[config.mk]
export PLATFORM = sky130hd
export DESIGN_NAME = temporizador_barreira_flat
export DESIGN_NICKNAME = d
export VERILOG_FILES = /design/src/rtl/barreira_pkg.sv /design/src/rtl/temporizador_barreira_if.sv /design/src/rtl/divisor_segundo.sv /design/src/rtl/temporizador_barreira.sv /design/src/flat_wrapper.sv
export SDC_FILE = /design/constraint.sdc
export NUM_CORES = 1
export LEC_CHECK = 0
export ABC_AREA = 1
export BUFFER_PORTS_ARGS = -buffer_cell sky130_fd_sc_hd__buf_2
export CAP_MARGIN = 10
export CORE_UTILIZATION = 35
export DETAILED_ROUTE_END_ITERATION = 6
export HOLD_SLACK_MARGIN = 0.15
export PLACE_DENSITY = 0.48
export SYNTH_ARGS = -nofsm -noshare
export SYNTH_HDL_FRONTEND = slang
export SYNTH_SLANG_ARGS = --single-unit
[constraint.sdc]
create_clock -name clk -period 1.75 [get_ports clk]
set_input_delay 0.175 -clock clk [delete_from_list [all_inputs] [get_ports clk]]
set_output_delay 0.175 -clock clk [all_outputs]
set_load 0.01 [all_outputs]
[src/rtl/barreira_pkg.sv]
// rtl/barreira_pkg.sv - shared state type and output encodings for the barrier timer
package barreira_pkg;

  localparam int LARGURA = 7;

  typedef enum logic [1:0] {
    REPOUSO  = 2'd0,
    CONTANDO = 2'd1,
    ESPERA   = 2'd2
  } estado_t;

  // Idle encoding: Tempo > Terminar keeps the downstream comparator false (barrier closed)
  localparam logic [LARGURA-1:0] TEMPO_REPOUSO    = 7'd127;
  localparam logic [LARGURA-1:0] TERMINAR_REPOUSO = 7'd0;

endpackage

[src/rtl/temporizador_barreira_if.sv]
// rtl/temporizador_barreira_if.sv - request/sensor inputs and timer output bus
interface temporizador_barreira_if;
  import barreira_pkg::*;

  logic               pedido;
  logic               sensor;
  logic [LARGURA-1:0] Tempo;
  logic [LARGURA-1:0] Terminar;
  logic               ativo;
  logic               fim;

  modport master (
    output pedido, sensor,
    input  Tempo, Terminar, ativo, fim
  );

  modport slave (
    input  pedido, sensor,
    output Tempo, Terminar, ativo, fim
  );

endinterface

[src/rtl/divisor_segundo.sv]
// rtl/divisor_segundo.sv - one-second prescaler producing a single-cycle tick
module divisor_segundo #(
  parameter int TICKS_POR_SEG = 50_000_000
) (
  input  logic clk,
  input  logic reset,
  input  logic limpar,
  input  logic habilitar,
  output logic tick
);

  localparam int CW = (TICKS_POR_SEG > 1) ? $clog2(TICKS_POR_SEG) : 1;
  localparam logic [CW-1:0] ULTIMO = CW'(TICKS_POR_SEG - 1);

  if (TICKS_POR_SEG < 2) begin : g_ticks_invalido
    $error("divisor_segundo: TICKS_POR_SEG must be at least 2");
  end

  logic [CW-1:0] contagem;

  // Free-running 0..TICKS_POR_SEG-1 count while enabled; clear wins over counting
  always_ff @(posedge clk) begin
    if (reset || limpar) begin
      contagem <= '0;
    end else if (habilitar) begin
      if (contagem == ULTIMO) begin
        contagem <= '0;
      end else begin
        contagem <= contagem + 1'b1;
      end
    end
  end

  assign tick = habilitar && (contagem == ULTIMO);

endmodule

[src/rtl/temporizador_barreira.sv]
// rtl/temporizador_barreira.sv - seconds timer and sequencer feeding the barrier-close comparator
module temporizador_barreira
  import barreira_pkg::*;
#(
  parameter int TICKS_POR_SEG = 50_000_000,
  parameter int DURACAO       = 6
) (
  input logic                    clk,
  input logic                    reset,
  temporizador_barreira_if.slave bus
);

  if (DURACAO < 1 || DURACAO > 126) begin : g_duracao_invalida
    $error("temporizador_barreira: DURACAO must be within 1..126");
  end

  localparam logic [LARGURA-1:0] TERMINAR_ATIVO = LARGURA'(DURACAO);

  estado_t            estado;
  logic [LARGURA-1:0] tempo_q;
  logic [LARGURA-1:0] terminar_q;
  logic               ativo_q;
  logic               fim_q;
  logic               tick;
  logic               limpar;
  logic               habilitar;

  // Prescaler runs only while a cycle is in progress and restarts on every request
  assign habilitar = (estado != REPOUSO);
  assign limpar    = bus.pedido || (estado == REPOUSO);

  divisor_segundo #(
    .TICKS_POR_SEG(TICKS_POR_SEG)
  ) u_divisor (
    .clk      (clk),
    .reset    (reset),
    .limpar   (limpar),
    .habilitar(habilitar),
    .tick     (tick)
  );

  // Sequencer: request beats expiry/sensor, which beats the per-second increment
  always_ff @(posedge clk) begin
    if (reset) begin
      estado     <= REPOUSO;
      tempo_q    <= TEMPO_REPOUSO;
      terminar_q <= TERMINAR_REPOUSO;
      ativo_q    <= 1'b0;
      fim_q      <= 1'b0;
    end else begin
      fim_q <= 1'b0;
      if (bus.pedido) begin
        estado     <= CONTANDO;
        tempo_q    <= '0;
        terminar_q <= TERMINAR_ATIVO;
        ativo_q    <= 1'b1;
      end else begin
        unique case (estado)
          CONTANDO: begin
            if (tick) begin
              if (tempo_q < terminar_q) begin
                tempo_q <= tempo_q + 1'b1;
              end else if (bus.sensor) begin
                // Vehicle still under the barrier: hold Tempo at the deadline
                estado <= ESPERA;
              end else begin
                estado     <= REPOUSO;
                tempo_q    <= TEMPO_REPOUSO;
                terminar_q <= TERMINAR_REPOUSO;
                ativo_q    <= 1'b0;
                fim_q      <= 1'b1;
              end
            end
          end
          ESPERA: begin
            if (!bus.sensor) begin
              estado     <= REPOUSO;
              tempo_q    <= TEMPO_REPOUSO;
              terminar_q <= TERMINAR_REPOUSO;
              ativo_q    <= 1'b0;
              fim_q      <= 1'b1;
            end
          end
          default: begin
            tempo_q    <= TEMPO_REPOUSO;
            terminar_q <= TERMINAR_REPOUSO;
            ativo_q    <= 1'b0;
          end
        endcase
      end
    end
  end

  assign bus.Tempo    = tempo_q;
  assign bus.Terminar = terminar_q;
  assign bus.ativo    = ativo_q;
  assign bus.fim      = fim_q;

endmodule

[src/flat_wrapper.sv]
// flat-port wrapper written by rule: the top's interface ports become plain ports
module temporizador_barreira_flat import barreira_pkg::*;
#(
  parameter int TICKS_POR_SEG = 50_000_000,
  parameter int DURACAO       = 6
)
  (clk, reset, bus_pedido, bus_sensor, bus_Tempo, bus_Terminar, bus_ativo, bus_fim);
  temporizador_barreira_if bus_i ();
  input logic clk;
  input logic reset;
  input wire logic [$bits(bus_i.pedido)-1:0] bus_pedido;
  input wire logic [$bits(bus_i.sensor)-1:0] bus_sensor;
  output wire logic [$bits(bus_i.Tempo)-1:0] bus_Tempo;
  output wire logic [$bits(bus_i.Terminar)-1:0] bus_Terminar;
  output wire logic [$bits(bus_i.ativo)-1:0] bus_ativo;
  output wire logic [$bits(bus_i.fim)-1:0] bus_fim;
  assign bus_i.pedido = bus_pedido;
  assign bus_i.sensor = bus_sensor;
  assign bus_Tempo = bus_i.Tempo;
  assign bus_Terminar = bus_i.Terminar;
  assign bus_ativo = bus_i.ativo;
  assign bus_fim = bus_i.fim;
  temporizador_barreira #(.TICKS_POR_SEG(TICKS_POR_SEG), .DURACAO(DURACAO)) u_core (.clk(clk), .reset(reset), .bus(bus_i));
endmodule
# == Word-level counts from Yosys, hierarchy flattened ==
# Cells that the tools add are included.
# totals
reg_bits,44
latchBits,0
ramBits,0
mem_bits_ro,0
input_bits,4
output_inout_bits,16
wordCells,58
mem_count,0
# op_classes
addsub,2
n_mul,0
n_div,0
magnitude_cmp,1
n_eq_ne,9
shift,0
muxes,26
n_bitwise,0
reduce_logical,12
# ops
operator,count
$mux 7,7
$pmux 7 s2,2
$add 26x1->26 const B,1
$eq 26x26->1 const B,1
$mux 26,1
$mux 1,8
$mux 2,4
$reduce_and 4->1,2
$add 7x1->7 const B,1
$lt 7x7->1,1
$ne 3x3->1 const B,2
$ne 2x2->1 const B,2
$pmux 1 s2,2
$pmux 2 s2,1
$reduce_and 2->1,2
$reduce_bool 2->1,2
$mux 3,1
$ne 3x2->1 const B,1
$reduce_bool 3->1,1
$eq 2x1->1 const B,1
$eq 2x2->1 const B,1
$logic_not 2->1,1
$logic_or 1x1->1,2
$ne 2x1->1 const B,1
other kinds (2),2

# == Depth between registers and ports, before layout ==
# depth
ltp_word,5
mapped_depth,11
mapped_depth_nobuf,11

# == Modules after synthesis ==
# From an unflattened synthesis, not the netlist that was laid out.
# unflattened
cells_unflattened,395
hier_area_um2,2587.5
# modules_own_cells
mod,n_inst,cells_each,area_per_inst_um2
divisor_segundo,1,239,1564.0
temporizador_barreira,1,156,1023.5

# == Worst setup path after synthesis ==
# Ideal clock, no wire load.
# synth_path
path_kind,reg-to-reg
start,register u_core.terminar_q[1] (netlist: u_core.bus.Terminar[1])
end,register u_core.tempo_q[1] (netlist: u_core.bus.Tempo[1])
setup_ps,125
t_arrival_ps,1560
required_ps,1625
slack_ps,66
path_stages_with_launch,11
path_buffers,0
synth_period_minus_slack_ps,1684
path_cell_list,dfxtp_1 > inv_1 > ha_1 > a21oi_1 > nand3_1 > nand2_1 > nand2_1 > o21ai_0 > nand2_1 > nand2_1 > nand3_1
# synth_between
elab_chain_len,5
# synth_lines
item,line_no,source
"start, declared",temporizador_barreira.sv:21,logic [LARGURA-1:0] terminar_q;
"start signal, assigned",temporizador_barreira.sv:47,terminar_q <= TERMINAR_REPOUSO;
"start signal, assigned",temporizador_barreira.sv:55,terminar_q <= TERMINAR_ATIVO;
"start signal, assigned",temporizador_barreira.sv:69,terminar_q <= TERMINAR_REPOUSO;
$lt 7x7->1,temporizador_barreira.sv:61,if (tempo_q < terminar_q) begin
$mux 7,temporizador_barreira.sv:61,
$mux 7,temporizador_barreira.sv:60,if (tick) begin
$pmux 7 s2,temporizador_barreira.sv:58,unique case (estado)
$mux 7,temporizador_barreira.sv:52,if (bus.pedido) begin
"end signal, assigned",temporizador_barreira.sv:62,tempo_q <= tempo_q + 1'b1;
"end, declared",temporizador_barreira.sv:20,logic [LARGURA-1:0] tempo_q;
# No other way between the ends. The select of a mux whose other input is x is not followed.
# A chain may end at the register's enable or synchronous reset.

# == Final worst setup path ==
# Same ends and word-level chain as after synthesis.

==> results_dict.tcl <==
set metrics [dict create \
    die_h_um 86.7 \
    setup.worst_path.start_class "register" \
    diodes 0 \
    ys_types 37 \
    numClockSinks 39 \
    port_buffers 15 \
    seq_power_share 0.489 \
    place_hpwl_um 5290 \
    cts_max_path_buffers 2 \
    grt_usage 0.196 \
    drt_wl_total_um 6700 \
    yosys.area.top_type_share 0.311 \
    clock.fmax_mhz 617 \
    synth_top_cell_by_area "dfxtp_1" \
    clkTransAtPathRegs_ps 80 \
    synth.avg_cell_area_um2 6.50 \
    drv_slew 0 \
    r2r_start "u_core.bus.Terminar[1]" \
    critPathCaptureType "register" \
    htreeDepth 2 \
    ys_ff_latch 39 \
    dp_cells 511 \
    synthesis.area_um2 2510 \
    grt_max_degree 13 \
    comb_power_share 0.146 \
    crit_fanout 3 \
    p_clk_frac 0.365 \
    power_leakage_nw 1.21 \
    p_sw_uw 520 \
    power.total_mw 1.90 \
    worstSetupPathType "register to register" \
    drc 0 \
    utilization 0.440 \
    antenna_found_initial 0 \
    globalRouteOverflowTotal 0 \
    grt_pass1_vias 2438 \
    pin_count 20 \
    switching_share 0.273 \
    via_per_inst 4.83 \
    rsz0062_at_grt "true" \
    synth-edff-count 0 \
    synthTopCellsByCount "nand2_1 (101), nor2_1 (51), inv_1 (45)" \
    synth_area_leaders "dfxtp_1 (31%), nand2_1 (15%), nand3_1 (8.0%), nor2_1 (7.6%), inv_1 (6.7%)" \
    cp-startpoint "u_core.bus.Terminar[1]" \
    power-per-cell-area_nw_per_um2 629 \
    synth.yosys.seq_area_share 0.311 \
    root_buffer "clkbuf_8" \
    holdWs_ps 268 \
    rows 30 \
    die_x_um 86.7 \
    cts_made_buffers 5 \
    synthFlopType "dfxtp_1" \
    wire_per_inst_um 12.8 \
    final_net_count 436 \
    synthCells 386 \
    outcome "finished, final reports clean" \
    stdcell_count 522 \
    vias 2522 \
    insertion_delay_ps 290 \
    syn_to_final_growth_pct 20.5 \
    grt_pass1_wl_um 11500 \
    placed_area_um2 2800 \
    period_minus_slack_ps 1620 \
    peakVddDrop_v 0.000338 \
    drtPass1Iterations 4 \
    holdCritPathClass "primary input to register" \
    final_cell_area_um2 3020 \
    post-route-period-util 0.926 \
    cp.required_ps 1930 \
    synth-async-reset-ratio 0 \
    yosysMostFrequentCell "nand2_1" \
    hold_path.startpoint "bus_pedido" \
    yosysWarnings 0 \
    postRouteAntennaNets 0 \
    maxCapViolCount 0 \
    drive_gt1_frac 0.218 \
    internal_power_mw 1.38 \
    globalplace.congestion 0.827 \
    fin_skew_ps 5.37 \
    coreArea_um2 6870 \
    start_util 0.365 \
    worstPathArrival_ps 1800 \
    design.die.area_um2 7510 \
    hold_viol 0 \
    drt_first_iter_violations 95 \
    cts_tree "yes" \
    setup_viol 0 \
]
==> critical path, cell delays in order (launching register included) <==
cell	delay, ps
dfxtp_1	330
inv_1	80
ha_4	250
a21oi_2	190
nand3_2	160
nand2_2	120
nand2_1	90
o21ai_0	90
nand2_1	70
nand2_1	60
nand3_1	60
==> placed cells by master, fill, tap and decap left out, types with 2 or more instances in the layout <==
| cell type | count |
|---|---|
| nand4_1 | 11 |
| buf_4 | 22 |
| clkbuf_8 | 7 |
| dfxtp_2 | 3 |
| inv_1 | 42 |
| a31oi_1 | 6 |
| nor3_2 | 2 |
| nand2_2 | 5 |
| nor3_1 | 9 |
| nor2_1 | 48 |
| nor3_4 | 2 |
| a21oi_1 | 16 |
| ha_1 | 5 |
| dfxtp_1 | 36 |
| nor2_4 | 6 |
| nor3b_1 | 2 |
| nor4_1 | 2 |
| nor2_2 | 7 |
| inv_2 | 6 |
| o21ai_0 | 4 |
| xnor2_1 | 3 |
| nand2_1 | 100 |
| xor2_1 | 2 |
| nand3_2 | 6 |
| nand3_1 | 36 |
| conb_1 | 4 |
| buf_2 | 15 |
| nand2_4 | 2 |
==> cells by family (layout without fill, tap and decap cells) <==
family | Yosys count | in the layout | share of synthesized area
and+or+nand+nor | 243 | 243 | 0.460
buffers and inverters | 58 | 95 | 0.0997
DFF | 39 | 39 | 0.311
AOI/OAI and AO/OA | 33 | 33 | 0.0758
adders and majority gates | 7 | 7 | 0.0349
xor gates and xnor gates | 5 | 5 | 0.0175
other | 1 | 4 | 0.00149
==> per-layer routing <==
layer,global-route usage,vias to the layer above,wire (um)
met4,0.0712,0,133
li1,-,1325,-
met2,0.314,35,3090
met3,0.0314,12,177
met5,0,-,0
met1,0.267,1150,3300
==> what timing repair did <==
item | in CTS | in global routing
hold buffers | 1 | 0
setup endpoints to repair | 0 | 29
gates resized for setup | 0 | 24
endpoints found under the hold margin | 3 | 0
setup buffers | 0 | 2
==> stage by stage <==
step | setup slack, ps | setup TNS [ps]
after CTS | 35.3 | 0
after global routing | -46.1 | -120
after detailed placement | 49.6 | 0
after global placement | 70.1 | 0
final | 130 | 0
after floorplan | 65.6 | 0
==> path summary, 6_finish.rpt <==
| kind | slack (ps) | depth (start not counted) | to |
|---|---|---|---|
| worst max register to register | 130 | 10 | u_core.bus.Tempo[1] |
| worst max-delay path | 130 | 10 | u_core.bus.Tempo[1] |
| worst min-delay path | 270 | 4 | u_core.bus.Tempo[3] |
| worst min register to register | 470 | 2 | u_core.bus.ativo |
==> registers in the layout, summed over array words and instances (netlist names) <==
name                       count
u_core.u_divisor.contagem     26
u_core.bus.Tempo               7
u_core.bus.Terminar            2
u_core.estado                  2
u_core.bus.ativo               1
u_core.bus.fim                 1
==> power groups by stage <==
stage | Clock (mW) | Combinational [mW] | Sequential, mW
after floorplan | 0 | 0.154 | 0.961
after global placement | 0 | 0.253 | 0.950
after detailed placement | 0 | 0.252 | 0.951
after CTS | 0.725 | 0.255 | 0.930
after global routing | 0.761 | 0.314 | 0.934
final | 0.695 | 0.277 | 0.930
==> final cells by class <==
class / count / area (um2)
inverters: 49 / 186
well taps: 96 / 120
flip-flops and latches: 39 / 785
fillers: 761 / 3840
clock inverters: 1 / 7.51
multi-input cells: 292 / 1580
clock buffers: 7 / 96.3
repair buffers: 38 / 250
No activity file was read; power rests on OpenSTA's default activity.
